===== src/rtl/irq_sequencer.sv =====
// Fixed-priority interrupt sequencer: latches request edges, picks the lowest
// eligible line, and pulses save / PC-load / restore around a single service.
module irq_sequencer #(
  parameter int unsigned N_IRQ      = 4,
  parameter logic [11:0] VEC_BASE   = 12'h010,
  parameter logic [11:0] VEC_STRIDE = 12'h004
) (
  input  logic             clk,
  input  logic             rst,
  input  logic             clk_en,
  input  logic [N_IRQ-1:0] irq_i,
  input  logic             mask_we_i,
  input  logic [N_IRQ-1:0] mask_i,
  input  logic             gie_set_i,
  input  logic             gie_clr_i,
  input  logic             boundary_i,
  input  logic             reti_i,
  output logic             save_o,
  output logic             pc_load_o,
  output logic [11:0]      vector_o,
  output logic             restore_o,
  output logic [N_IRQ-1:0] ack_o,
  output logic             busy_o,
  output logic [2:0]       active_id_o,
  output logic [N_IRQ-1:0] pending_o
);

  localparam int unsigned IDW = 3;
  localparam int unsigned VW  = 12;

  typedef enum logic [2:0] {
    S_IDLE,
    S_SAVE,
    S_VECTOR,
    S_SERVICE,
    S_RESTORE
  } state_t;

  state_t           state, state_next;
  logic [N_IRQ-1:0] irq_prev;
  logic [N_IRQ-1:0] mask;
  logic             gie, gie_next;
  logic             gie_saved, gie_saved_next;

  logic [N_IRQ-1:0] rise;
  logic [N_IRQ-1:0] eligible;
  logic [N_IRQ-1:0] clr;
  logic [N_IRQ-1:0] pending_next;
  logic [IDW-1:0]   win_id;
  logic             save_next, pc_load_next, restore_next, busy_next;
  logic [N_IRQ-1:0] ack_next;
  logic [IDW-1:0]   active_id_next;
  logic [VW-1:0]    vector_next;

  // Next-state, context sequencing and registered-output values
  always_comb begin
    rise           = irq_i & ~irq_prev;
    eligible       = pending_o & mask;
    win_id         = '0;
    state_next     = state;
    clr            = '0;
    save_next      = 1'b0;
    pc_load_next   = 1'b0;
    restore_next   = 1'b0;
    ack_next       = '0;
    active_id_next = active_id_o;
    vector_next    = vector_o;
    gie_saved_next = gie_saved;
    gie_next       = gie;

    for (int i = int'(N_IRQ) - 1; i >= 0; i--) begin
      if (eligible[i]) win_id = IDW'(i);
    end

    if (gie_clr_i)      gie_next = 1'b0;
    else if (gie_set_i) gie_next = 1'b1;

    case (state)
      S_IDLE: begin
        if (gie && (|eligible) && boundary_i) begin
          state_next     = S_SAVE;
          save_next      = 1'b1;
          ack_next       = N_IRQ'(1) << win_id;
          active_id_next = win_id;
          vector_next    = VW'(VEC_BASE + VW'(win_id) * VEC_STRIDE);
          gie_saved_next = gie;
        end
      end
      S_SAVE: begin
        clr          = N_IRQ'(1) << active_id_o;
        gie_next     = 1'b0;
        state_next   = S_VECTOR;
        pc_load_next = 1'b1;
      end
      S_VECTOR: state_next = S_SERVICE;
      S_SERVICE: begin
        if (reti_i) begin
          state_next   = S_RESTORE;
          restore_next = 1'b1;
        end
      end
      S_RESTORE: begin
        gie_next   = gie_saved;
        state_next = S_IDLE;
      end
      default: state_next = S_IDLE;
    endcase

    // A fresh edge on the acked line outranks the clear
    pending_next = (pending_o & ~clr) | rise;
    busy_next    = (state_next != S_IDLE);
  end

  always_ff @(posedge clk) begin
    if (rst) begin
      state       <= S_IDLE;
      irq_prev    <= '0;
      mask        <= '0;
      gie         <= 1'b0;
      gie_saved   <= 1'b0;
      pending_o   <= '0;
      save_o      <= 1'b0;
      pc_load_o   <= 1'b0;
      restore_o   <= 1'b0;
      ack_o       <= '0;
      busy_o      <= 1'b0;
      active_id_o <= '0;
      vector_o    <= VEC_BASE;
    end else if (clk_en) begin
      state       <= state_next;
      irq_prev    <= irq_i;
      if (mask_we_i) mask <= mask_i;
      gie         <= gie_next;
      gie_saved   <= gie_saved_next;
      pending_o   <= pending_next;
      save_o      <= save_next;
      pc_load_o   <= pc_load_next;
      restore_o   <= restore_next;
      ack_o       <= ack_next;
      busy_o      <= busy_next;
      active_id_o <= active_id_next;
      vector_o    <= vector_next;
    end
  end

endmodule


===== config.mk =====
export PLATFORM = sky130hd
export DESIGN_NAME = irq_sequencer
export DESIGN_NICKNAME = d
export VERILOG_FILES = /design/src/rtl/irq_sequencer.sv
export SDC_FILE = /design/constraint.sdc
export NUM_CORES = 1
export LEC_CHECK = 0
export ABC_AREA = 0
export CORE_UTILIZATION = 48
export CTS_BUF_LIST = sky130_fd_sc_hd__clkbuf_16
export DETAILED_ROUTE_END_ITERATION = 12
export PLACE_DENSITY = 0.94
export REMOVE_ABC_BUFFERS = 1
export SYNTH_ARGS = -nofsm -noshare
export SYNTH_HDL_FRONTEND = slang
export SYNTH_SLANG_ARGS = --single-unit
export TNS_END_PERCENT = 1

===== constraint.sdc =====
create_clock -name clk -period 3.4 [get_ports clk]
set_clock_uncertainty 0.05 [all_clocks]
set_input_delay 0.68 -clock clk [delete_from_list [all_inputs] [get_ports clk]]
set_output_delay 0.68 -clock clk [all_outputs]
set_load 0.005 [all_outputs]

; ---- Word level (Yosys, flattened, before mapping)
; Cells that the tools add are included.
[op_classes]
n_addsub = 1
eq_ne = 4
n_shift = 2
n_mux = 18
bitwise = 6
reduce_logical = 9
[op_table]
columns = cell, n
row1 = 2-to-1 mux 3 bit, 5
row2 = AND 4 bit, 3
row3 = 2-to-1 mux 4 bit, 3
row4 = one-hot mux 3 bit (4 select lines), 1
row5 = NOT 4 bit, 2
row6 = "<< shifter 1 x 3 -> 4 bit, first input constant", 2
row7 = 2-to-1 mux 1 bit, 7
row8 = "adder 5 x 5 -> 6 bit, first input constant", 1
row9 = "equality test 3 x 2 -> 1 bit, second input constant", 2
row10 = bitwise OR 4 bit, 1
row11 = AND reduction 2 bit, 2
row12 = nonzero test 4 bit, 1
row13 = OR reduction 4 bit, 1
row14 = "equality test 3 x 1 -> 1 bit, second input constant", 1
row15 = "equality test 3 bit, second input constant", 1
row16 = logical NOT 3 bit, 1
row17 = AND reduction 3 bit, 1
row18 = nonzero test 3 bit, 1
row19 = logical AND 1 bit, 2
row20 = 2-to-1 mux 2 bit, 1
row21 = one-hot mux 1 bit (2 select lines), 1
[word_totals]
reg_bits = 40
inputBits = 16
output_inout_bits = 27
wordCells = 53

; ---- Logic depth before layout (Yosys ltp)
[logic_depth]
ltp_word = 8
ltp_mapped = 5

; ---- Worst setup path after synthesis
; No wires, ideal clock.
[synth_path]
path_kind = input-to-reg
startpoint = input boundary_i
endpoint = register ack_o[0]
setup_ns = 0.128
t_arrival_ns = 1.330
slack_ns = 1.892
path_stages = 4
n_path_buf = 0
path_cell_list = and4bb_2 > and2_2 > a32oi_1 > nor2_1
[synth_between]
elab_chain_len = 3
[synth_lines]
columns = item, line
row1 = from (decl), 16  ; input logic boundary_i,
row2 = logical AND 1 bit, 80  ; if (gie && (|eligible) && boundary_i) begin
row3 = 2-to-1 mux 4 bit, 80
row4 = 2-to-1 mux 4 bit, 78  ; case (state)
row5 = to (signal assigned), 139  ; ack_o <= ack_next;
row6 = to (decl), 22  ; output logic [N_IRQ-1:0] ack_o,
; No other way between the ends.
; A chain may end at the register's enable or synchronous reset.

==> reports/qor.csv <==
metric;value;unit
FFs w/ async S/R, synth;0;
reg2reg setup slack;1.86;ns
Slew Viols, Final;0;
Clock Latency Late Sink;0.25;ns
layout cells sized above 1;0.0578;
antenna violations before repair;0;
Finished Cell Area;1590;sq um
Num CTS Buffers;3;
largest net degree at the start of global routing;29;
critical path's slowest cell;clkdlybuf4s50_1;
syn_area_per_cell;8.59;sq um
Post-Syn Instances;148;
grt total ovfl;0;
Largest delay share family, worst path;buffers and inverters;
most common cell in the netlist;dfxtp_1;
Clock H-tree levels;1;
Pleak;0.558;nW
Worst-path clk slew;0.06;ns
YS warnings;0;
peak per-stage delay on the critical path;0.91;ns
fillcell total;196;
row count;18;
multi-input logic area;599;sq um
clock root buffer;clkbuf_16;
RSZ-0062 raised after global routing;no;
dpl cell area;1510;sq um
1st-pass router iterations;4;
Routed Antenna Nets;0;
# IOs;43;
endpoints failing setup;0;
Hold Crit Start;restore_o;
clock buffer depth;2;
Top FF cell, synth;dfxtp_1;
core area;2500;sq um
routability cong.;0.930;
port bufs;31;
final total power;671;uW
post-synth top area cell;dfxtp_1;
#FFs+latches synth;27;
TritonCTS clock tree;yes;
Worst Setup SP;rst;
Worst R2R Path Depth;4;
Slew HR;0.335;
Post-CTS Setup Inserts;0;
WL final;2860;microns
Worst EP arrival;2.23;ns
Worst Setup Path Type;in2reg;
post-route minimum period;2.12;ns
r2r endpoint;ack_o[0];
worst path buffer plus inverter count;1;
drt wl/cell;14.1;microns
FF+latch area;541;sq um
fmax;472;MHz
Core Util, Final;0.637;
Die Area;2860;sq um
post-synthesis sequential area ratio;0.425;
ANT cells;0;
crit end category;flop;
run status;complete, no violations;
DRC Markers;0;
Die H;53.5;microns
IR Drop Worst-Case VDD;0.377;mV
CP required;3.51;ns
post-layout net count;190;
Slew @ Worst Pin;0.994;ns
first-pass GRT wire length;4450;microns
Yosys top cell area share;0.425;
Die Span X;53.5;microns
clk sinks;27;
PostCTS Resize Cnt;0;
Synth area leaders;dfxtp_1 43%, buf_4 8.9%, a21oi_1 7.5%;
cell area after synthesis;1270;sq um
Synth cell types;34;
Final period util;0.623;
PD cells;421;nW/um^2
EDFF count, synth;0;
final hold vios;0;
DRC marker count from the first detailed-route iteration;41;
vias in the first global route;1060;
top cells by count, synth;27 x dfxtp_1, 19 x a21oi_1, 16 x nand2_1;
crit path to;vector_o[2];
DP HPWL;2000;microns
Hold-fix buffers, CTS;0;
worst path cell trace;clkdlybuf4s50_1 > nand3b_1 > o21ai_0;
Crit path depth;3;
startpoint type of the worst setup path;input port;
via count;1157;
Tot GR Track Use;0.216;
setup TNS;0;ns
Synth-to-Final Area Change;25.3;%
# Max-Cap Violations;0;
startpoint of the worst-slack reg-to-reg timing path;state[0];
worst-path maximum fanout;28;
DR vias/cell;5.70;
Starting Density;0.509;
worst hold-check path type;reg2reg;
==> stage by stage <==
step           hold slack, ns  setup slack, ns  std cells
2_1_floorplan           0.377             1.90        137
3_3_place_gp            0.405             1.18        199
3_5_place_dp            0.407             1.10        199
4_1_cts                 0.423             1.34        203
5_1_grt                 0.445             1.20        203
6_report                0.421             1.28        203
==> layout by cell type, fill, tap and decap left out, types with 2 or more instances in the layout <==
master,instances
conb_1,11
a21oi_1,19
nand3_1,6
clkbuf_16,3
o21ai_0,7
nor2_1,9
clkdlybuf4s50_1,31
nand4_1,3
dfxtp_1,27
a22o_1,2
nor2b_1,2
o31ai_1,2
mux2i_1,4
nor3_1,2
inv_1,5
nand3b_1,7
nand2_1,16
==> report_power, final <==
| part | leakage [nW] | total (mW) | internal (mW) | switching [mW] |
|---|---|---|---|---|
| logic | 0.295 | 0.0736 | 0.0402 | 0.0333 |
| registers | 0.220 | 0.340 | 0.328 | 0.0121 |
| clock network | 0.0423 | 0.257 | 0.157 | 0.100 |
| total | 0.558 | 0.671 | 0.526 | 0.145 |
==> worst min-delay path by stage <==
stage	to	slack [ns]	depth (start not counted)
2_1_floorplan	gie_saved	0.38	2
3_3_place_gp	gie_saved	0.41	2
5_1_grt	restore_o	0.44	2
6_report	restore_o	0.42	2
4_1_cts	restore_o	0.42	2
3_5_place_dp	ack_o[1]	0.41	2
==> kinds of logic after synthesis <==
logic type / share of synthesized area
buffers and inverters: 0.130
multiplexers: 0.0315
flip-flops: 0.425
other: 0.00591
AND/OR/NAND/NOR: 0.220
AO/OA/AOI/OAI: 0.180
XOR/XNOR: 0.00689
==> registers in the layout (all words and copies together) (netlist names), 2 cells and up <==
name,count
ack_o,4
irq_prev,4
mask,4
pending_o,4
state,3
vector_o,2
==> worst register-to-register path, delay by kind of cell, from the launching register on <==
family,cells,cell delay (ns)
simple gates,3,0.60
flops,1,0.54
compound gates,1,0.20
==> cell type report <==
| class | count | area share |
|---|---|---|
| multi-input combinational | 105 | 0.376 |
| inverter | 5 | 0.0118 |
| tap | 30 | 0.0236 |
| clock buffer | 3 | 0.0471 |
| timing repair buffer | 32 | 0.200 |
| sequential | 27 | 0.339 |
| clock inverter | 1 | 0.00236 |
==> metal layers <==
metal	routed length, microns	GRT usage	vias up
met5	0	0	-
met4	47	0.0789	0
met3	267	0.0431	9
met2	1450	0.394	76
met1	1100	0.244	530
li1	-	-	542
Note: power is estimated with default switching activity, not from simulation.
